File: src/rtl/l1_port_arbiter.sv
// Shares the L1 D-cache request port between IF and LS: LS priority with an IF starvation guard.
// Latency: grant to cache access next cycle; response pulse one cycle after the cache completes.
// Backpressure: one outstanding access; ready only in IDLE to the winner; c_stall holds the access.
module l1_port_arbiter #(
  parameter int ADDR_WIDTH   = 32,
  parameter int DATA_WIDTH   = 32,
  parameter int STARVE_LIMIT = 4
) (
  input  logic                  clk,
  input  logic                  rst,
  input  logic                  if_req_valid,
  input  logic [ADDR_WIDTH-1:0] if_req_addr,
  output logic                  if_req_ready,
  input  logic                  if_flush,
  output logic                  if_rsp_valid,
  output logic [DATA_WIDTH-1:0] if_rsp_data,
  input  logic                  ls_req_valid,
  input  logic                  ls_req_we,
  input  logic [ADDR_WIDTH-1:0] ls_req_addr,
  input  logic [DATA_WIDTH-1:0] ls_req_wdata,
  output logic                  ls_req_ready,
  output logic                  ls_rsp_valid,
  output logic [DATA_WIDTH-1:0] ls_rsp_data,
  output logic                  c_cs,
  output logic                  c_we,
  output logic [ADDR_WIDTH-1:0] c_addr,
  output logic [DATA_WIDTH-1:0] c_wdata,
  input  logic                  c_stall,
  input  logic [DATA_WIDTH-1:0] c_rdata
);

  typedef enum logic {IDLE, ACCESS} state_t;

  localparam logic [3:0] LIMIT = 4'(STARVE_LIMIT);

  state_t     state;
  logic       owner_if;
  logic [3:0] starve_cnt;
  logic       flush_pend;
  logic       if_rsp_q;
  logic       ls_rsp_q;
  logic       ls_win;
  logic       if_win;

  // Winner selection: LS first, unless IF has waited through LIMIT consecutive LS grants.
  always_comb begin
    ls_win = ls_req_valid & ~(if_req_valid & (starve_cnt == LIMIT));
    if_win = if_req_valid & ~ls_win;
  end

  // Ready only while idle; held low during reset so nothing is accepted.
  assign if_req_ready = ~rst & (state == IDLE) & if_win;
  assign ls_req_ready = ~rst & (state == IDLE) & ls_win;

  // A flush in the pulse cycle still kills a pending IF response.
  assign if_rsp_valid = if_rsp_q & ~if_flush;
  assign ls_rsp_valid = ls_rsp_q;

  // Arbitration FSM: latches the winner's request, holds it through stalls, captures read data.
  always_ff @(posedge clk or posedge rst) begin
    if (rst) begin
      state       <= IDLE;
      owner_if    <= 1'b0;
      starve_cnt  <= '0;
      flush_pend  <= 1'b0;
      if_rsp_q    <= 1'b0;
      ls_rsp_q    <= 1'b0;
      if_rsp_data <= '0;
      ls_rsp_data <= '0;
      c_cs        <= 1'b0;
      c_we        <= 1'b0;
      c_addr      <= '0;
      c_wdata     <= '0;
    end else begin
      if_rsp_q <= 1'b0;
      ls_rsp_q <= 1'b0;
      case (state)
        IDLE: begin
          if (if_win | ls_win) begin
            state      <= ACCESS;
            c_cs       <= 1'b1;
            owner_if   <= if_win;
            flush_pend <= 1'b0;
            c_we       <= ls_win & ls_req_we;
            c_addr     <= ls_win ? ls_req_addr : if_req_addr;
            c_wdata    <= ls_win ? ls_req_wdata : '0;
            if (ls_win && if_req_valid)
              starve_cnt <= (starve_cnt == LIMIT) ? starve_cnt : starve_cnt + 4'd1;
            else
              starve_cnt <= '0;
          end
        end
        ACCESS: begin
          if (owner_if && if_flush)
            flush_pend <= 1'b1;
          if (!c_stall) begin
            state      <= IDLE;
            c_cs       <= 1'b0;
            flush_pend <= 1'b0;
            if (owner_if) begin
              if_rsp_data <= c_rdata;
              if_rsp_q    <= ~(flush_pend | if_flush);
            end else begin
              ls_rsp_data <= c_rdata;
              ls_rsp_q    <= 1'b1;
            end
          end
        end
        default: state <= IDLE;
      endcase
    end
  end

endmodule
File: config.mk
export PLATFORM = sky130hd
export DESIGN_NAME = l1_port_arbiter
export DESIGN_NICKNAME = d
export VERILOG_FILES = /design/src/rtl/l1_port_arbiter.sv
export SDC_FILE = /design/constraint.sdc
export NUM_CORES = 1
export LEC_CHECK = 0
export CAP_MARGIN = 25
export CORE_AREA = 2 2 118 120
export CTS_CLUSTER_DIAMETER = 60
export DETAILED_ROUTE_END_ITERATION = 12
export DIE_AREA = 0 0 120 122
export PLACE_DENSITY = 0.85
export REMOVE_ABC_BUFFERS = 1
export SLEW_MARGIN = 15
export SYNTH_ARGS = -nofsm -noshare
export SYNTH_HDL_FRONTEND = slang
export SYNTH_SLANG_ARGS = --single-unit
File: constraint.sdc
create_clock -name clk -period 13.75 [get_ports clk]
set_input_delay 4.125 -clock clk [delete_from_list [all_inputs] [get_ports clk]]
set_output_delay 4.125 -clock clk [all_outputs]
set_load 0.02 [all_outputs]
=== Yosys cells after proc, flatten, opt, wreduce, memory -nomap -nowiden ===
Index checks and enable logic that the tools add are counted.

* Register bits: 139
* Input port bits: 135
* Logic and storage cells: 64

* Add/sub/neg operators: 1
* Equal/unequal tests: 5
* Multiplexer cells: 20
* Bitwise operators: 18
* Reduce and logical (&&, ||, !) cells: 8

{| class="wikitable"
|+ Operators by type and width
! operator !! count
|-
| $mux 32 || 2
|-
| $mux 1 || 13
|-
| $reduce_and 3->1 || 3
|-
| $and 1x1->1 || 8
|-
| $mux 4 || 2
|-
| $not 1->1 || 8
|-
| $pmux 1 s2 || 3
|-
| $reduce_and 2->1 || 3
|-
| $add 4x1->4 const B || 1
|-
| $eq 4x3->1 const B || 1
|-
| $ne 2x2->1 const B || 2
|-
| $ne 3x2->1 const B || 1
|-
| $logic_and 1x1->1 || 2
|-
| $ne 2x1->1 const B || 1
|-
| $or 1x1->1 || 2
|}

=== Longest topological paths before layout ===
* Depth in word-level cells: 9
* Depth in mapped cells: 7
* Mapped depth without buffers: 5

=== Least setup slack after synthesis ===
OpenSTA, ideal clock, no wires.

* Kind: input to output
* Start: input rst
* End: output if_req_ready
* Data arrival time: 7.621 ns
* Data required time: 9.625 ns
* Slack: 2.004 ns
* Stages: 2
* Buffers on the path: 0
* Cells stage by stage: inv_1 > and3_1

* Word-level cells in the longest chain between the ends: 3

{| class="wikitable"
|+ RTL lines
! what !! RTL line !! source
|-
| start: declaration || 10 || <nowiki>input logic rst,</nowiki>
|-
| $not 1->1 || 52 || <nowiki>assign if_req_ready = ~rst & (state == IDLE) & if_win;</nowiki>
|-
| $and 1x1->1 (2 in series) || 52 ||
|-
| end: declaration || 13 || <nowiki>output logic if_req_ready,</nowiki>
|}

Every way passes these cells.

=== Worst setup path after layout ===
* Start: input if_req_valid
* End: output if_req_ready

* Word-level cells in the longest chain between the ends: 6

{| class="wikitable"
|+ RTL lines
! what !! RTL line !! source
|-
| start: declaration || 11 || <nowiki>input logic if_req_valid,</nowiki>
|-
| $and 1x1->1 || 47 || <nowiki>ls_win = ls_req_valid & ~(if_req_valid & (starve_cnt == LIMIT));</nowiki>
|-
| $not 1->1 || 47 ||
|-
| $and 1x1->1 || 47 ||
|-
| $not 1->1 || 48 || <nowiki>if_win = if_req_valid & ~ls_win;</nowiki>
|-
| $and 1x1->1 (*) || 48 ||
|-
| $and 1x1->1 (*) || 52 ||
|}

Mark *: on every way between the ends. The rest lies on a longest branch, timed or not.

==> impl_metrics.json <==
{
  "syn_area_um2": 5948,
  "grt_max_degree": 76,
  "peakVddDrop_mv": 0.1390,
  "die-area_um2": 14640,
  "cap_viol_max_count": 0,
  "use_met2_pct": 40.45,
  "p_per_area_nw_per_um2": 209.8,
  "die_y_um": 122,
  "synth_edf_count": 0,
  "rr_endpoint": "starve_cnt[1]",
  "synth_area_per_cell_um2": 11.69,
  "hold_viol": 0,
  "antenna_found_initial": 0,
  "cp-start-kind": "input port",
  "syn_inst": 509,
  "reg2reg_depth": 5,
  "power_frac_clock_pct": 22.5,
  "r2r_slack_ns": 11.28,
  "timing.hold.ws_ns": 0.4301,
  "p_leak_nw": 3.916,
  "postCtsResizedCells": 0,
  "syn2layout_area_growth_pct": 55.91,
  "routed_wl_mm": 17.24,
  "yosys.area.top_type": "dfrtp_1",
  "critPathRequiredTime_ns": 9.62,
  "path_class": "in -> out",
  "place_area_um2": 8686,
  "ys_seq_elements": 139,
  "synth_area_leaders": "dfrtp_1, mux2_2, nand2_1",
  "slew_viol_final": 0,
  "max_slew_margin_pct": 30.35,
  "clock-sinks": 139,
  "rsz0062_at_grt": "no",
  "worstPathArrival_ns": 6.75,
  "routed_via_density": 5.184,
  "setup_slack_ns": 2.877,
  "grt_util_met1_pct": 27.03,
  "dr.pass1.iters": 4,
  "cts_htree_levels": 4,
  "fill_cells": 975,
  "finalSetupViolations": 0,
  "coreArea_um2": 13500,
  "start_util_pct": 44.05,
  "synthFlopType": "dfrtp_1",
  "fmax_ghz": 0.09197,
  "clk_latency_ns": 0.41,
  "design_power_total_mw": 1.945,
  "grt-busiest-layer": "met2",
  "numCtsBuffers": 17,
  "track_usage_pct": 23.33,
  "fin_area_um2": 9274,
  "route.antenna.remaining_nets": 0,
  "cts_root_buf": "clkbuf_16",
  "path_clk_slew_ns": 0.06,
  "ys_warn_count": 0,
  "final_nets": 899,
  "cts_tree": "built",
  "use_met3_pct": 5.571,
  "cts_hold_buf": 0,
  "pwr-share-seq_pct": 34.1,
  "pin_count": 269,
  "via_count": 4946,
  "synth_commonest_cells": "dfrtp_1, nand2_1, mux2_2, o21ai_0, nand4_1",
  "pwr-share-comb_pct": 43.4,
  "power_switching_uw": 687.4,
  "drive_gt1_share_pct": 17.83,
  "io_buffers": 268,
  "end_kind": "output pin",
  "synth_cell_types": 34,
  "whs_endpoint": "if_rsp_q",
  "internal-power_mw": 1.258,
  "grt-ovfl-total": 0,
  "finalCritPeriodShare_pct": 79.08,
  "clock_skew_ns": 0.004514,
  "first_global_vias": 5149,
  "die_w_um": 120,
  "dp_slack_ns": 2.422,
  "yosysMostFrequentCell": "dfrtp_1",
  "wire_per_inst_um": 18.07,
  "num_antenna_cells": 0,
  "place_congestion": 0.8012,
  "cts_setup_buffers": 0,
  "async_flop_share_pct": 100.0,
  "rows": 43,
  "min_period_ns": 10.87,
  "netlist.area_leader.share_pct": 58.48,
  "outcome": "completed",
  "seq_area_frac_synth_pct": 58.48,
  "netSwitchingFraction_pct": 35.34,
  "min-delay-start": "flush_pend",
  "whs_path_depth": 1,
  "drtIter0Drc": 271,
  "grt_pass1_wl_mm": 26.41,
  "drc": 0,
  "r2r-start": "starve_cnt[0]",
  "critPathMaxFanout": 35,
  "setup_tns_ns": 0,
  "dpl.hpwl_mm": 12.28,
  "cts_buffer_depth": 2,
  "hold_class": "reg -> reg",
  "tightest_slew_ns": 1.045
}
## critical path, cell delays in order
cell and delay [ns]:
clkdlybuf4s50_1 0.68, nand4b_4 0.52, nand2_1 0.57, and3_1 0.24, clkdlybuf4s50_1 0.60
## sequential cells by signal, indices dropped and copies added (netlist names)
| register | flops |
|---|---|
| state | 1 |
| starve_cnt | 4 |
| flush_pend | 1 |
| ls_rsp_data | 32 |
| c_wdata | 32 |
| ls_rsp_valid | 1 |
| owner_if | 1 |
| c_addr | 32 |
| if_rsp_data | 32 |
| if_rsp_q | 1 |
| c_we | 1 |
| c_cs | 1 |
## cell type report
cell class                 instances  area [um2]  area share (%)
clock buffer                      18       429.2           4.628
clock inverter                    13       143.9           1.552
inverter                           4       20.02          0.2159
multi-input combinational        326        2242           24.18
sequential                       139        3478           37.51
tap                              180       225.2           2.428
timing repair buffer             274        2735           29.49
## layer usage
| metal | part of all wire [%] | vias up |
|---|---|---|
| met5 | 0 | - |
| met4 | 3.4 | 0 |
| met3 | 5.4 | 50 |
| met2 | 52 | 181 |
| met1 | 39 | 2439 |
| li1 | - | 2276 |
## power groups by stage
stage	Clock, mW	Combinational (mW)	Sequential, mW
global route	0.466	0.887	0.681
floorplan	0	0.217	0.847
finish	0.438	0.844	0.664
detailed placement	0	0.848	0.667
CTS	0.447	0.851	0.663
global placement	0	0.829	0.656
## worst max-delay path by stage
stage | startpoint | to | slack (ns) | depth (start not counted)
final | if_req_valid | if_req_ready | 2.88 | 5
after global placement | if_req_valid | if_req_ready | 2.50 | 5
after floorplan | rst | if_req_ready | 2.00 | 2
after detailed placement | if_req_valid | if_req_ready | 2.42 | 5
after CTS | if_req_valid | if_req_ready | 2.41 | 5
after global routing | if_req_valid | if_req_ready | 2.71 | 5
## logic make-up (layout without fill, tap and decap cells)
family,count (synthesis),count (layout),share of synthesized area (%)
adder cells (fa/ha/maj),2,2,0.4206
buffers and inverters,44,309,4.144
flip-flops,139,139,58.48
AO/OA/AOI/OAI,74,74,10.56
multiplexers,64,64,12.12
AND/OR/NAND/NOR,186,186,14.28
## through the flow
stage	cells	utilization [%]
after global placement	922	64.32
final	954	68.67
after global routing	954	68.67
after CTS	953	68.56
after detailed placement	922	64.32
after floorplan	469	-
## placed cells by master, fill, tap and decap left out, drive strengths merged, types with 6 or more instances in the layout
| cell | count |
|---|---|
| dfrtp | 139 |
| clkdlybuf4s50 | 268 |
| inv | 7 |
| mux2 | 64 |
| buf | 6 |
| o21ai | 34 |
| clkbuf | 18 |
| nand2 | 136 |
| o211ai | 33 |
| nand4 | 33 |
(Power assumes the default switching activity.)
